## config.mk

```make
export PLATFORM = sky130hd
export DESIGN_NAME = ebus_dev_responder
export DESIGN_NICKNAME = d
export VERILOG_FILES = /design/src/rtl/ebus_dev_responder.sv
export SDC_FILE = /design/constraint.sdc
export NUM_CORES = 1
export LEC_CHECK = 0
export BUFFER_PORTS_ARGS = -buffer_cell sky130_fd_sc_hd__buf_2
export CAP_MARGIN = 20
export CORE_ASPECT_RATIO = 0.8
export CORE_UTILIZATION = 46
export DETAILED_ROUTE_END_ITERATION = 6
export GPL_ROUTABILITY_DRIVEN = 0
export PLACE_DENSITY = 0.8
export SLEW_MARGIN = 30
export SYNTH_ARGS = -nofsm -noshare
export SYNTH_HDL_FRONTEND = slang
export SYNTH_SLANG_ARGS = --single-unit
```

## constraint.sdc

```tcl
create_clock -name clk_h -period 3.54 [get_ports clk_h]
set_input_delay 0.177 -clock clk_h [delete_from_list [all_inputs] [get_ports clk_h]]
set_output_delay 0.177 -clock clk_h [all_outputs]
set_load 0.02 [all_outputs]
```

## src/rtl/ebus_dev_responder.sv

```systemverilog
// ebus_dev_responder: EBUS device-side CONO/CONI/DATAO/DATAI responder; demand sync in, xfer/oe/data out, cono/data registers and strobes to local logic (bus bit 0 = index 35)
module ebus_dev_responder #(
  parameter logic [6:0] DEV_CODE = 7'o0
) (
  input  logic        clk_h,
  input  logic        mr_reset_h,
  input  logic [6:0]  ebus_cs_h,
  input  logic [2:0]  ebus_func_h,
  input  logic        ebus_demand_h,
  input  logic [35:0] ebus_d_in_h,
  output logic [35:0] ebus_d_out_h,
  output logic        ebus_d_oe_h,
  output logic        ebus_xfer_h,
  input  logic [17:0] dev_status_h,
  input  logic        dev_load_h,
  input  logic [35:0] dev_load_data_h,
  output logic [17:0] dev_cono_h,
  output logic [35:0] dev_data_h,
  output logic        dev_cono_pulse_h,
  output logic        dev_datao_pulse_h,
  output logic        dev_datai_pulse_h
);
  typedef enum logic [2:0] {IDLE, WRITE, RDSETUP, XFER, DROP} state_t;
  state_t state, next;
  logic dmd_m, dmd_s, dmd_s_d;
  logic [1:0] func_r;
  logic [35:0] din_r;
  logic dmd_rise, hit, go, done;
  assign dmd_rise = dmd_s & ~dmd_s_d;
  assign hit = (ebus_cs_h == DEV_CODE) & ~ebus_func_h[2];
  assign go = (state == IDLE) & dmd_rise & hit;
  assign done = (state == XFER) & ~dmd_s;
  always_comb begin
    next = state;
    ebus_xfer_h = state == XFER;
    case (state)
      IDLE:          next = go ? (ebus_func_h[0] ? RDSETUP : WRITE) : IDLE;
      WRITE, RDSETUP: next = XFER;
      XFER:          next = dmd_s ? XFER : DROP;
      default:       next = IDLE;
    endcase
  end
  always_ff @(posedge clk_h or posedge mr_reset_h) begin
    if (mr_reset_h) begin
      state <= IDLE;
      dmd_m <= 1'b0;
      dmd_s <= 1'b0;
      dmd_s_d <= 1'b0;
      func_r <= 2'd0;
      din_r <= '0;
      ebus_d_out_h <= '0;
      ebus_d_oe_h <= 1'b0;
      dev_cono_h <= '0;
      dev_data_h <= '0;
      dev_cono_pulse_h <= 1'b0;
      dev_datao_pulse_h <= 1'b0;
      dev_datai_pulse_h <= 1'b0;
    end else begin
      dmd_m <= ebus_demand_h;
      dmd_s <= dmd_m;
      dmd_s_d <= dmd_s;
      state <= next;
      if (go) begin
        func_r <= ebus_func_h[1:0];
        din_r <= ebus_d_in_h;
      end
      if (go & ebus_func_h[0]) begin
        ebus_d_oe_h <= 1'b1;
        ebus_d_out_h <= ebus_func_h[1] ? dev_data_h : {18'b0, dev_status_h};
      end else if (done) begin
        ebus_d_oe_h <= 1'b0;
        ebus_d_out_h <= '0;
      end
      if ((state == WRITE) & (func_r == 2'd0)) dev_cono_h <= din_r[17:0];
      if ((state == WRITE) & (func_r == 2'd2)) dev_data_h <= din_r;
      else if (dev_load_h) dev_data_h <= dev_load_data_h;
      dev_cono_pulse_h <= (state == WRITE) & (func_r == 2'd0);
      dev_datao_pulse_h <= (state == WRITE) & (func_r == 2'd2);
      dev_datai_pulse_h <= done & (func_r == 2'd3);
    end
  end
endmodule

```

==> results of run 1 <==
==> cell families after synthesis <==
| group | Yosys count | synth area share |
|---|---|---|
| mux | 181 | 0.337 |
| flops | 138 | 0.582 |
| compound gates | 2 | 0.00295 |
| simple gates | 73 | 0.0563 |
| buf+inv | 28 | 0.0223 |
==> repair_timing <==
item,CTS,global route
endpoints found under the hold margin,30,1
hold buffers,30,1
setup buffers,0,0
endpoints found under the setup margin,0,0
==> worst min path at each step <==
stage | to | from | slack, ns | cells past startpoint
5_1_grt | din_r[13]$_DFFE_PP0N_ | ebus_d_in_h[13] | -0.01 | 2
2_1_floorplan | dmd_m$_DFF_PP0_ | ebus_demand_h | 0.21 | 0
6_report | din_r[13]$_DFFE_PP0N_ | ebus_d_in_h[13] | 0.009 | 2
4_1_cts | din_r[10]$_DFFE_PP0N_ | ebus_d_in_h[10] | 0.002 | 2
3_5_place_dp | ebus_d_out_h[13]$_DFFE_PP0P_ | mr_reset_h | 0.05 | 2
3_3_place_gp | ebus_d_out_h[13]$_DFFE_PP0P_ | mr_reset_h | 0.05 | 2
==> stage by stage <==
stage	setup slack (ns)	instances	area, sq um
final	1.54	833	7930
after global routing	1.42	833	7930
after CTS	1.32	832	7910
after detailed placement	1.32	772	7080
after global placement	1.42	772	7080
after floorplan	1.64	422	5940
==> where the power goes <==
| part | switching [W] | internal (W) |
|---|---|---|
| sequential | 0.0000726 | 0.00166 |
| clock | 0.000606 | 0.000979 |
| combinational | 0.000337 | 0.000272 |
| total | 0.00102 | 0.00291 |
==> layer usage <==
layer | vias up | global-route usage
li1 | 1930 | -
met1 | 2093 | 0.272
met2 | 140 | 0.389
met3 | 27 | 0.0713
met4 | 0 | 0.0916
met5 | - | 0
==> flip-flops by register name, indices dropped and copies added, names as in the netlist, 2 cells and up <==
name	flops
din_r	36
func_r	2
ebus_d_out_h	36
dev_cono_h	18
state	3
dev_data_h	36
==> layout by cell type, fill, tap and decap left out, types with 5 or more instances in the layout <==
| cell | Yosys | routed |
|---|---|---|
| dfrtp_1 | 138 | 138 |
| mux2_1 | 15 | 15 |
| mux2_4 | 8 | 8 |
| buf_4 | 1 | 6 |
| buf_2 | 13 | 197 |
| mux2i_1 | 54 | 54 |
| nand2_1 | 58 | 57 |
| mux2_2 | 104 | 104 |
| dlygate4sd3_1 | 0 | 31 |
| clkbuf_16 | 0 | 17 |
| clkbuf_8 | 0 | 5 |
| clkbuf_1 | 9 | 6 |
==> area by class of cell <==
type                       count  area [sq um]  share of cell area
clock buffer                  28           517              0.0651
tap                          171           214              0.0270
multi-input combinational    256          2370               0.299
timing repair buffer         235          1350               0.170
sequential                   138          3450               0.435
inverter                       3          15.0             0.00189
clock inverter                 2          10.0             0.00126
==> results.md, run 1 <==
- WP buf/inv: 0
- Crit. End Element: flip-flop
- Distinct cells, synth: 26
- Max_cap viols: 0
- Type of the tightest min-delay check: in -> reg
- Sequential fraction of the synthesis area: 0.582
- Vias in the first global route: 4678
- WL met3: 820 microns
- Met2 routed WL: a little over 7000 microns
- Die Y: ~100 microns
- HPWL reported at the end of detailed placement: 9490 microns
- Slew headroom: 0.334
- Layout cells sized above 1: 0.523
- Ys async rst share: 1.00
- Initial DRT Pass Iterations: 4
- Crit path cell chain: nor4b_2 -> nor2b_4 -> mux2_2
- Skew-Pair Late Insertion Delay: approximately 0.41 ns
- I/O Pins: a little under 200
- Layout area overhead: 33.6%
- Antenna diodes: 0
- Post-route ant nets: 0
- Worst-margin pin slew: around 1 ns
- Top-count cell post-synth: dfrtp_1
- CP delay by family, top: simple AND/OR/NAND/NOR gates
- Clk_skew: between 0.005 and 0.006 ns
- Crit. Startpoint: state[2]$_DFF_PP0_
- Top sig layer: met4
- CTS tree: yes
- Synth top cells by count: dfrtp_1, mux2_2, nand2_1, mux2i_1, mux2_1
- Nets@finish: ~760
- Core ar.: around 12000 sq um
- Critical Path RT: between 3 and 4 ns
- Root buffer cell: clkbuf_16
- CTS clk-pin slew, worst paths: approximately 0.060 ns
- RSZ-0062 raised after global routing: no
- Post-synthesis area per instance: roughly 14 sq um
- Die Wd: around 130 microns
- Post-DR vias/cell: 5.03
- Die footprint: 13400 sq um
- VDD IR-drop max: ~0.00035 V
- EDFF count, synth: 0
- Number of buffers created by CTS: 17
- Synthesized area: between 5000 and 6000 sq um
- Syn. warnings: 0
- Final core utilization: 0.641
- Post-cts sizing count: 0
- Final setup fails: 0
- Crit start category: flip-flop
- Final setup TNS: 0 ns
- Antenna violations before repair: 0
- Pleak: between 4 and 5 nW
- GRT Total Usage: 0.231
- Syn nets: 526
- First-pass GRT wire length: around 23000 microns
- Final cycle utilization of the critical path: 0.566
- Initial Util: 0.479
- Fmax: 500 MHz
- I/O Buffers: 198
- Row count: 36
- Power per cell area: between 400 and 500 nW/um^2
- Clock buffer depth: 2
- Overflow after GRT: 0
- Met1 wire length: 6030 microns
- CP endpoint: dev_cono_h[14]$_DFFE_PP0P_
- Final min period: 2.00 ns
- Max H-tree Level: 4
- Status: complete, no violations
- Worst reg2reg endpoint: dev_cono_h[14]$_DFFE_PP0P_
- Total wire length: 14400 microns
- Top FF cell, synth: dfrtp_1
- CTS sink cnt: 138
- Final hold vios: 0
- CP max stage cell: nor2b_4
- WHS: roughly 0.009 ns
- Reg2Reg Setup Slack: about 1.5 ns
- Drc violations: 0
- 1st-iter DRT viols: roughly 230
- Stages on worst setup path: 3
- DR vias: 4190
- Synth Instances: roughly 420
- FF-to-FF Start: state[2]$_DFF_PP0_
- # fillers: ~940
- Path depth of the worst reg2reg path: 3
- Pins over their slew limit: 0
- DR WL/cell: approximately 17 microns
- Crit-path max FO: 19
- Critical path arrival: ~2.3 ns
- Synth Register Bits: approximately 140
- Largest net degree at the start of global routing: 76
- Synth area leaders: dfrtp_1, mux2_2, mux2i_1
- Crit Path Class: reg -> reg
- Crit-path max cell delay: roughly 0.59 ns
- Yosys top cell area share: 0.582
- Total power: 0.00393 W
- Cell taking the most area after synthesis: dfrtp_1
(Power assumes the default switching activity.)
==> run 2, diff against run 1 <==
--- a/config.mk
+++ b/config.mk
@@ -5,6 +5,7 @@
 export SDC_FILE = /design/constraint.sdc
 export NUM_CORES = 1
 export LEC_CHECK = 0
+export ABC_AREA = 1
 export BUFFER_PORTS_ARGS = -buffer_cell sky130_fd_sc_hd__buf_2
 export CAP_MARGIN = 20
 export CORE_ASPECT_RATIO = 0.8
==> constraint.sdc (replaced) <==
create_clock -name clk_h -period 1.8 [get_ports clk_h]
set_input_delay 0.09 -clock clk_h [delete_from_list [all_inputs] [get_ports clk_h]]
set_output_delay 0.09 -clock clk_h [all_outputs]
set_load 0.02 [all_outputs]
==> run 2 against run 1 <==
Effect of this change:
- worst setup slack worse by 1.4 ns
- area after synthesis up 1.6%
- largest power group is now the clock network
- maximum frequency up 21%
- cell count up 38%
==> results.md, run 2 <==
- Overflow after GRT: 0
- Row count: 37
- Sequential fraction of the synthesis area: 0.572
- WHS: ~0.040 ns
- Clk_skew: ~0.013 ns
- Met1 wire length: 8230 microns
- Largest net degree at the start of global routing: 91
- Max H-tree Level: 4
- Crit start category: flip-flop
- Fmax: approximately 600 MHz
- Synthesized area: approximately 6000 sq um
- HPWL reported at the end of detailed placement: around 12000 microns
- Power per cell area: ~900 nW/um^2
- Pre-CTS WS: 0.119 ns
- Initial Util: 0.471
- Pins over their slew limit: 0
- Distinct cells, synth: 18
- Layout area overhead: 41.6%
- Clock buffer depth: 2
- WL met3: 1100 microns
- Syn. warnings: 0
- Layout cells sized above 1: 0.265
- Xor/xnor cell area share of the yosys netlist: 0
- 1st-iter DRT viols: around 580
- Initial DRT Pass Iterations: 5
- Yosys top cell area share: 0.572
- Crit Path Class: reg -> reg
- Top sig layer: met4
- Critical Path RT: approximately 2.1 ns
- Vias in the first global route: about 5600
- Max_cap viols: 0
- Crit-path max cell delay: between 0.4 and 0.5 ns
- Crit-path max FO: 39
- Worst-margin pin slew: between 0.5 and 0.6 ns
- DR vias: 5950
- Synth Instances: between 700 and 800
- Skew-Pair Late Insertion Delay: 0.41 ns
- Top-count cell post-synth: nand2_1
- Syn nets: 807
- Die footprint: ~14000 sq um
- Final hold vios: 0
- CP max stage cell: nand3_4
- Final cell count without fillers: 1146
- Crit path cell chain: or2_1 -> nor2_2 -> nand3_4 -> nand3_1 -> nand2_1
- Final setup TNS: 0 ns
- Antenna violations before repair: 0
- Post-DR vias/cell: about 5.2
- Reg2Reg Setup Slack: ~0.14 ns
- Slew headroom: 0.642
- Commonest non-fill, non-tap cell in the layout: buf_2
- VDD IR-drop max: approximately 0.00065 V
- I/O Buffers: about 200
- Total power: 0.00785 W
- Final cycle utilization of the critical path: 0.922
- Simple logic cell fraction of the synthesized area: 0.275
- Die Y: approximately 100 microns
- Synth area leaders: dfrtp_1, nand2_1, nand3_1
- Final min period: between 1.5 and 2 ns
- Most frequent cells in the layout: buf_2, nand2_1, dfrtp_1, nand3_1, dlygate4sd3_1
- Cell taking the most area after synthesis: dfrtp_1
- Core ar.: between 10000 and 15000 sq um
- DR WL/cell: approximately 16 microns
- Die Wd: about 130 microns
- CTS clk-pin slew, worst paths: ~0.060 ns
- Post-synthesis area per instance: 8.58 sq um
- Critical path arrival: just under 2 ns
- Post-synthesis compound-gate area fraction: 0.0697
- Top FF cell, synth: dfrtp_1
- Fraction of synthesized area in multiplexers: 0
- Final setup fails: 0
- Pleak: between 4 and 5 nW
- CTS sink cnt: approximately 140
- Number of buffers created by CTS: 17
- CTS tree: yes
- Antenna diodes: 0
- Placed cells: roughly 1000
- Root buffer cell: clkbuf_16
- Post-route ant nets: 0
- EDFF count, synth: 0
- Nets@finish: ~1100
- PnR worst setup slack: between 0.1 and 0.15 ns
- Status: complete, no violations
- Adder-cell share of the synthesized area: 0
- Drc violations: 0
- Synth Register Bits: 138
- I/O Pins: 199
- Type of the tightest min-delay check: in -> reg
- Met2 routed WL: ~8200 microns
- Largest regs: dev_data_h x36, din_r x36, ebus_d_out_h x36
- Setup bufs post-CTS: 0
- First-pass GRT wire length: roughly 29000 microns
- Ys async rst share: 1.00
- Largest family of logic cells by synthesized area: simple AND/OR/NAND/NOR gates
- Crit. End Element: flip-flop
- GRT Total Usage: 0.275
- Total wire length: about 18000 microns
- Synth top cells by count: nand2_1, dfrtp_1, nand3_1, inv_1, o21ai_0
[run 2: repair_timing]
action / in CTS / in global routing
endpoints found under the setup margin: 0 / 17
hold buffers: 74 / 0
endpoints found under the hold margin: 118 / 0
gates resized for setup: 0 / 3
[run 2: layer usage]
metal  GRT usage  vias to the layer above
li1            -                     2842
met1       0.397                     2764
met2       0.390                      284
met3      0.0607                       60
met4       0.134                        0
met5           0                        -
[run 2: power by group]
| part | leakage, nW | switching (W) | total, W | internal, W |
|---|---|---|---|---|
| Clock | 0.276 | 0.00146 | 0.00341 | 0.00195 |
| Sequential | 1.75 | 0.000119 | 0.00336 | 0.00324 |
| Combinational | 2.70 | 0.000652 | 0.00108 | 0.000427 |
[run 2: logic make-up (layout without fill, tap and decap cells)]
group           count (synthesis)  count (layout)
flops                         138             138
simple gates                  370             370
compound gates                 75              75
buf+inv                       120             388
[run 2: worst paths after layout]
check,startpoint,end,cells after the start
setup / recovery,state[2]$_DFF_PP0_,ebus_d_out_h[13]$_DFFE_PP0P_,5
hold / removal,dev_status_h[17],ebus_d_out_h[17]$_DFFE_PP0P_,5
setup reg to reg,state[2]$_DFF_PP0_,ebus_d_out_h[13]$_DFFE_PP0P_,5
hold reg to reg,dmd_m$_DFF_PP0_,dmd_s$_DFF_PP0_,0
max in group asynchronous,mr_reset_h,dev_data_h[30]$_DFFE_PP0P_,4
min in group asynchronous,mr_reset_h,ebus_d_out_h[7]$_DFFE_PP0P_,3
[run 2: stage by stage]
stage,instance area [sq um],utilization
final,8550,0.667
after global routing,8550,0.667
after CTS,8510,0.664
after detailed placement,7190,0.561
after global placement,7190,0.561
after floorplan,6040,-
[run 2: area by class of cell]
type / instances / area (sq um)
Clock inverter: 15 / 154
Sequential cell: 138 / 3450
Clock buffer: 17 / 425
Timing Repair Buffer: 291 / 1940
Tap cell: 175 / 219
Fill cell: 1035 / 4280
Inverter: 65 / 248
Multi-Input combinational cell: 445 / 2110
[run 2: critical path: cells and delay by family, from the launching register on]
family	cells	cell delay [ns]
flops	1	0.38
simple gates	5	1.17
